==> src/rtl/regfile_bypass_sb_if.sv <==
// Decode-side bundle for the bypassing register file: select/write/claim inputs,
// read data, busy flags, flattened register view and the error pulse.
interface regfile_bypass_sb_if #(
   parameter int NREG  = 8,
   parameter int WDATA = 16,
   parameter int WSEL  = 3
);
   logic [WSEL-1:0]       read1RegSel;
   logic [WSEL-1:0]       read2RegSel;
   logic [WSEL-1:0]       writeRegSel;
   logic [WDATA-1:0]      writeData;
   logic                  writeEn;
   logic                  claimEn;
   logic [WSEL-1:0]       claimSel;
   logic [WDATA-1:0]      read1Data;
   logic [WDATA-1:0]      read2Data;
   logic                  read1Busy;
   logic                  read2Busy;
   logic [NREG*WDATA-1:0] allRegs;
   logic [NREG-1:0]       busy;
   logic                  err;

   modport master (
      output read1RegSel, read2RegSel, writeRegSel, writeData, writeEn, claimEn, claimSel,
      input  read1Data, read2Data, read1Busy, read2Busy, allRegs, busy, err
   );

   modport slave (
      input  read1RegSel, read2RegSel, writeRegSel, writeData, writeEn, claimEn, claimSel,
      output read1Data, read2Data, read1Busy, read2Busy, allRegs, busy, err
   );
endinterface

==> src/rtl/regfile_bypass_sb.sv <==
// 8x16 register file with two combinational read ports, optional write bypass,
// and a per-register busy scoreboard used by decode to stall on RAW hazards.
module regfile_bypass_sb #(
   parameter int NREG   = 8,
   parameter int WDATA  = 16,
   parameter int WSEL   = 3,
   parameter int BYPASS = 1
) (
   input  logic               clk,
   input  logic               rst,
   regfile_bypass_sb_if.slave bus
);
   logic [WDATA-1:0] regs_q [NREG];
   logic [WDATA-1:0] regs_d [NREG];
   logic [NREG-1:0]  busy_q, busy_d;
   logic             err_q, err_d;

   // Writes and claims are inert while reset is held, including their bypass effect.
   logic wr_en, cl_en;
   assign wr_en = bus.writeEn & rst;
   assign cl_en = bus.claimEn & rst;

   always_comb begin
      regs_d = regs_q;
      busy_d = busy_q;
      if (wr_en) begin
         regs_d[bus.writeRegSel] = bus.writeData;
         busy_d[bus.writeRegSel] = 1'b0;
      end
      // Claim applied last so a new producer supersedes a retiring one.
      if (cl_en) busy_d[bus.claimSel] = 1'b1;
      err_d = (cl_en && busy_q[bus.claimSel]) || (wr_en && !busy_q[bus.writeRegSel]);
   end

   // NOTE: the array is reset too, since allRegs must read all zeros while rst is low.
   always_ff @(posedge clk or negedge rst) begin
      if (!rst) begin
         for (int i = 0; i < NREG; i++) regs_q[i] <= '0;
         busy_q <= '0;
         err_q  <= 1'b0;
      end else begin
         regs_q <= regs_d;
         busy_q <= busy_d;
         err_q  <= err_d;
      end
   end

   logic fwd1, fwd2;
   assign fwd1 = (BYPASS != 0) && wr_en && (bus.writeRegSel == bus.read1RegSel);
   assign fwd2 = (BYPASS != 0) && wr_en && (bus.writeRegSel == bus.read2RegSel);

   assign bus.read1Data = fwd1 ? bus.writeData : regs_q[bus.read1RegSel];
   assign bus.read2Data = fwd2 ? bus.writeData : regs_q[bus.read2RegSel];

   // A retiring write hides the busy bit unless the same register is re-claimed this cycle.
   assign bus.read1Busy = busy_q[bus.read1RegSel] &
                          ~(fwd1 & ~(cl_en && (bus.claimSel == bus.read1RegSel)));
   assign bus.read2Busy = busy_q[bus.read2RegSel] &
                          ~(fwd2 & ~(cl_en && (bus.claimSel == bus.read2RegSel)));

   for (genvar g = 0; g < NREG; g++) begin : g_flat
      assign bus.allRegs[g*WDATA +: WDATA] = regs_q[g];
   end

   assign bus.busy = busy_q;
   assign bus.err  = err_q;
endmodule

==> src/flat_wrapper.sv <==
// flat-port wrapper written by rule: the top's interface ports become plain ports
module regfile_bypass_sb_flat 
#(
   parameter int NREG   = 8,
   parameter int WDATA  = 16,
   parameter int WSEL   = 3,
   parameter int BYPASS = 1
)
  (clk, rst, bus_read1RegSel, bus_read2RegSel, bus_writeRegSel, bus_writeData, bus_writeEn, bus_claimEn, bus_claimSel, bus_read1Data, bus_read2Data, bus_read1Busy, bus_read2Busy, bus_allRegs, bus_busy, bus_err);
  regfile_bypass_sb_if #(.NREG(NREG), .WDATA(WDATA), .WSEL(WSEL)) bus_i ();
  input  logic clk;
  input  logic rst;
  input wire logic [$bits(bus_i.read1RegSel)-1:0] bus_read1RegSel;
  input wire logic [$bits(bus_i.read2RegSel)-1:0] bus_read2RegSel;
  input wire logic [$bits(bus_i.writeRegSel)-1:0] bus_writeRegSel;
  input wire logic [$bits(bus_i.writeData)-1:0] bus_writeData;
  input wire logic [$bits(bus_i.writeEn)-1:0] bus_writeEn;
  input wire logic [$bits(bus_i.claimEn)-1:0] bus_claimEn;
  input wire logic [$bits(bus_i.claimSel)-1:0] bus_claimSel;
  output wire logic [$bits(bus_i.read1Data)-1:0] bus_read1Data;
  output wire logic [$bits(bus_i.read2Data)-1:0] bus_read2Data;
  output wire logic [$bits(bus_i.read1Busy)-1:0] bus_read1Busy;
  output wire logic [$bits(bus_i.read2Busy)-1:0] bus_read2Busy;
  output wire logic [$bits(bus_i.allRegs)-1:0] bus_allRegs;
  output wire logic [$bits(bus_i.busy)-1:0] bus_busy;
  output wire logic [$bits(bus_i.err)-1:0] bus_err;
  assign bus_i.read1RegSel = bus_read1RegSel;
  assign bus_i.read2RegSel = bus_read2RegSel;
  assign bus_i.writeRegSel = bus_writeRegSel;
  assign bus_i.writeData = bus_writeData;
  assign bus_i.writeEn = bus_writeEn;
  assign bus_i.claimEn = bus_claimEn;
  assign bus_i.claimSel = bus_claimSel;
  assign bus_read1Data = bus_i.read1Data;
  assign bus_read2Data = bus_i.read2Data;
  assign bus_read1Busy = bus_i.read1Busy;
  assign bus_read2Busy = bus_i.read2Busy;
  assign bus_allRegs = bus_i.allRegs;
  assign bus_busy = bus_i.busy;
  assign bus_err = bus_i.err;
  regfile_bypass_sb #(.NREG(NREG), .WDATA(WDATA), .WSEL(WSEL), .BYPASS(BYPASS)) u_core (.clk(clk), .rst(rst), .bus(bus_i));
endmodule
==> config.mk <==
export PLATFORM = sky130hd
export DESIGN_NAME = regfile_bypass_sb_flat
export DESIGN_NICKNAME = d
export VERILOG_FILES = /design/src/rtl/regfile_bypass_sb_if.sv /design/src/rtl/regfile_bypass_sb.sv /design/src/flat_wrapper.sv
export SDC_FILE = /design/constraint.sdc
export NUM_CORES = 1
export LEC_CHECK = 0
export CAP_MARGIN = 20
export CORE_UTILIZATION = 45
export CTS_CLUSTER_SIZE = 30
export DETAILED_ROUTE_END_ITERATION = 6
export GPL_TIMING_DRIVEN = 1
export MAX_ROUTING_LAYER = met4
export PLACE_DENSITY = 0.8
export SYNTH_ARGS = -nofsm -noshare
export SYNTH_HDL_FRONTEND = slang
export SYNTH_SLANG_ARGS = --single-unit
==> constraint.sdc <==
create_clock -name clk -period 1.9 [get_ports clk]
set_input_delay 0.285 -clock clk [delete_from_list [all_inputs] [get_ports clk]]
set_output_delay 0.285 -clock clk [all_outputs]
set_load 0.01 [all_outputs]
After elaboration in Yosys (flattened, before gate mapping):

Cells that the tools add are included.

* order comparisons: 10
* equality and inequality tests: 4
* muxes and demuxes: 25
* bitwise gates (word level): 16
* reductions and logical operators: 11

Operators by type and width (count)
* bitwise mux 128 bit: 1
* two-way mux 16 bit: 7
* binary-select mux 16 bit (select 3 bit): 2
* demux 16 bit (select 3 bit): 1
* less-than comparator 3 x 4 -> 1 bit (second input constant): 4
* two-way mux 8 bit: 2
* binary-select mux 1 bit (select 3 bit): 4
* equality test 3 bit: 4
* greater-or-equal comparator 4 bit (second input constant): 3
* NOT 3 -> 4 bit: 3
* logical AND 1 bit: 9
* AND 8 bit: 1
* NOT 8 bit: 1
* OR 8 bit: 1
* AND 1 bit: 6
* demux 1 bit (select 3 bit): 2
* greater-or-equal comparator 3 x 1 -> 1 bit (second input constant): 2
* two-way mux 1 bit: 6
* less-than comparator 4 x 1 -> 1 bit (second input constant): 1
* NOT 1 bit: 4
* logical NOT 1 bit: 1
* logical OR 1 bit: 1

* flip-flop bits (word level): 137
* bits of input ports: 32
* word-level logic and storage cells: 76

Logic depth before layout (Yosys ltp):

* word-level depth: 9
* mapped depth: 6

Worst setup path before layout:

Ideal clock, no wire load.

* kind: input to output
* start: input bus_read1RegSel[0]
* end: output bus_read1Data[0]
* arrival: 1.717 ns
* setup slack: -0.102 ns
* stages on the path: 5
* path buffers: 2
* path through: buf_4 -> buf_4 -> mux4_2 -> mux2_2 -> mux2_2

* cells in the longest elaborated chain, start to end: 5

Ends and longest elaborated chain
* start, declared: RTL line flat_wrapper.sv:13 `input wire logic [$bits(bus_i.read1RegSel)-1:0] bus_read1RegSel;`
* NOT 3 -> 4 bit (implied by the code): RTL line regfile_bypass_sb.sv:52 `assign bus.read1Data = fwd1 ? bus.writeData : regs_q[bus.read1RegSel];`
* binary-select mux 16 bit (select 3 bit): RTL line regfile_bypass_sb.sv:52
* two-way mux 16 bit (implied by the code) (2 in a row): RTL line regfile_bypass_sb.sv:52
* two-way mux 16 bit (*): RTL line regfile_bypass_sb.sv:52
* end, declared: RTL line flat_wrapper.sv:20 `output wire logic [$bits(bus_i.read1Data)-1:0] bus_read1Data;`

Mark *: on every way between the ends. The rest lies on a longest branch, timed or not. The select of a mux whose other input is x is not followed.

Worst setup path in the final report:

* start: register u_core.regs_q, in the netlist u_core.bus.allRegs[97]
* end: output bus_read1Data[1]

* cells in the longest elaborated chain, start to end: 4

Ends and longest elaborated chain
* start, declared: RTL line regfile_bypass_sb.sv:13 `logic [WDATA-1:0] regs_q [NREG];`
* start signal, assigned: RTL line regfile_bypass_sb.sv:42 `regs_q <= regs_d;`
* binary-select mux 16 bit (select 3 bit): RTL line regfile_bypass_sb.sv:52
* two-way mux 16 bit (implied by the code) (2 in a row): RTL line regfile_bypass_sb.sv:52
* two-way mux 16 bit: RTL line regfile_bypass_sb.sv:52

No other way between the ends. The select of a mux whose other input is x is not followed.

==> run metrics <==
status=finished with violations; failing checks=negative setup slack; WL/cell=approximately 24 um; maximum clock path buffer count=2; io pins=about 200; largest family of logic cells by synthesized area=multiplexers; final setup TNS=-12.27 ns; post-synthesis compound-gate area fraction=0.0119; Post-DRT Antenna Nets=0; CORE AREA=approximately 17000 um2; share of flip-flops with an asynchronous set or reset=1.00; area growth from synthesis to final layout=66.7%; # H-tree levels=4; final setup violating endpoints=34; Iter 0 DRT Violations=approximately 420; Critical Path Start Type=register; clock sink count=approximately 140; die area=18200 um2; Cells after Synth=just over 500; post-synth cell types=29; Final period util=1.22; Tot Pwr=approximately 15000 uW; GR Overflow Total=0; Die Height=135 um; GRT Util Overall=0.327; Max Clock Freq=about 430 MHz; CP Max Fanout=4; CTS tree=yes; Skew-Pair Late Insertion Delay=approximately 0.44 ns; crit path from=u_core.bus.allRegs[97]; final net count=993; sequential area share after synthesis=0.430; global-route wire length before repair=around 42000 um; fin cells=1200; Max Transition Viols Final=0; number of synthesized flops with an enable pin=0; Clock Pin Slew Worst Setup and Hold Paths=~0.070 ns; Arr. time, crit path=about 2.0 ns; total CTS buffers=17; Final min period=between 2 and 2.5 ns; initial antenna violation count=1; Slew HR=0.534; Post-Route WL=roughly 29000 um; share of layout cells above drive strength 1=0.658; Die Width=about 140 um; Crit. End Element=primary output; Mapped Nets=~550; worst hold path type=input pin to asynchronous set/reset pin; clock skew=~0.0084 ns; pwr/cell area=between 1000 and 1500 nW/um2; # Max-Cap Violations=0; Final Wtd Congestion=approximately 0.9; largest net degree at the start of global routing=54; Detailed Place HPWL=~19000 um; initial cell density of the core=0.461; Req. time, crit path=roughly 1.6 ns; critical path class=register to primary output; Synthesis Warnings=0; dpl ws=-1.02 ns; # DRC=0; vias per cell=approximately 5.7; final setup margin=-0.426 ns; DR pass1 iterations=5; IO Port Bufs=202; Synth Area in Simple Gates=0.0229; R2R setup slack=roughly 0.030 ns; via count=just under 7k; worst slew pin tran=between 0.6 and 0.7 ns; Root Buffer=clkbuf_16; ys flop type=dfrtp_1; Final Hold Viols=0; Mapped Avg Cell Area=approximately 15 um2; number of synthesized register bits=about 140; mux contribution to synthesized area=0.485; Inst Count DP=around 1.1k; fin util=0.768; maximum vdd drop=a little over 0.8 mV; number of global-route vias before repair=approximately 7.2k; Worst R2R Start=u_core.bus.busy[6]; Row Count=48; Synth Area in XOR/XNOR=0.0132; leak pwr=around 0.0062 uW; RSZ-0062 raised after global routing=yes; mapped cell area=about 8000 um2; adder-cell share of the synthesized area=0
==> where the power goes <==
group	internal, uW	switching, uW	total, uW
clock	2470	1370	3850
combinational	4550	2360	6910
sequential	3600	613	4210
total	10600	4350	15000
==> kinds of logic (layout without fill, tap and decap cells) <==
family                 Yosys count  after routing
flip-flops                     137            137
buffers and inverters           58            516
other                            0              1
multiplexers                   265            265
AND/OR/NAND/NOR                 30             30
AO/OA/AOI/OAI                   14             14
XOR/XNOR                        12             12
==> area by class of cell <==
| class | instances | area, um2 |
|---|---|---|
| multi-input cells | 321 | 4480 |
| repair buffers | 481 | 4400 |
| fillers | 974 | 4020 |
| flip-flops and latches | 137 | 3430 |
| clock buffers | 18 | 429 |
| well taps | 225 | 282 |
| clock inverters | 14 | 246 |
| inverters | 3 | 11.3 |
| diodes | 1 | 2.50 |
==> critical path, cell delays in order, from the launching register on <==
cell     delay (ns)
dfrtp_1        0.43
mux4_2         0.51
mux2_4         0.28
mux2_4         0.26
buf_6          0.12
==> worst paths after layout <==
check / to / cells after the start
worst max-delay path: bus_read1Data[1] / 4
worst max register to register: u_core.bus.err / 6
worst min register to register: u_core.bus.allRegs[79] / 1
worst min-delay path: u_core.bus.err / 4
max in group asynchronous: u_core.bus.allRegs[65] / 4
min in group clk: u_core.bus.err / 4
==> layer usage <==
metal	global-route usage	routed length [um]	part of all wire
met5	-	0	0
met4	0.147	1120	0.039
met3	0.0751	1870	0.065
met2	0.540	14700	0.51
met1	0.380	10900	0.38
==> synth_stat cells (4+ instances only) <==
| cell | n | area share |
|---|---|---|
| buf_1 | 18 | 0.0085 |
| buf_2 | 14 | 0.0088 |
| buf_4 | 11 | 0.010 |
| clkbuf_1 | 10 | 0.0047 |
| dfrtp_1 | 137 | 0.43 |
| mux2_2 | 174 | 0.25 |
| mux2_4 | 18 | 0.034 |
| mux4_2 | 72 | 0.20 |
| nand2b_1 | 6 | 0.0047 |
| nand3_1 | 4 | 0.0025 |
| nor2_1 | 4 | 0.0019 |
| o21ai_0 | 7 | 0.0044 |
| xor2_1 | 12 | 0.013 |
==> placed cells by master, fill, tap and decap left out, drive strengths merged <==
cell type and n:
buf 328, mux2 193, clkdlybuf4s50 137, dfrtp 137, mux4 72, clkbuf 19, dlymetal6s2s 15, xor2 12
o21ai 7, bufinv 6, nand2b 6, nand3 4, clkinv 4, inv 4, nand2 4, nor2 4
nor3 3, clkinvlp 3, or4 3, o22ai 2, a22o 2, nor4 2, o221a 2, diode 1
and3b 1, or2 1, and3 1, or3 1, a22oi 1
==> flip-flops by register name, indices dropped and copies added (netlist names) <==
name                flops
u_core.bus.allRegs    128
u_core.bus.busy         8
u_core.bus.err          1
==> stage by stage <==
stage | cell area, um2 | hold WS [ns]
floorplan | 8040 | -0.0106
global placement | 11600 | 0.468
detailed placement | 11600 | 0.470
CTS | 12900 | 0.0160
global route | 13300 | 0.0168
finish | 13300 | 0.00394
==> timing repair <==
item                                   4_1_cts  5_1_grt
hold buffers                                 0        1
pin swaps                                    6        2
gates resized for setup                    262       30
setup endpoints to repair                   34       48
endpoints found under the hold margin        0       35
gates cloned                                 2        0
buffers inserted                            37       34
No activity file was read; power rests on OpenSTA's default activity.
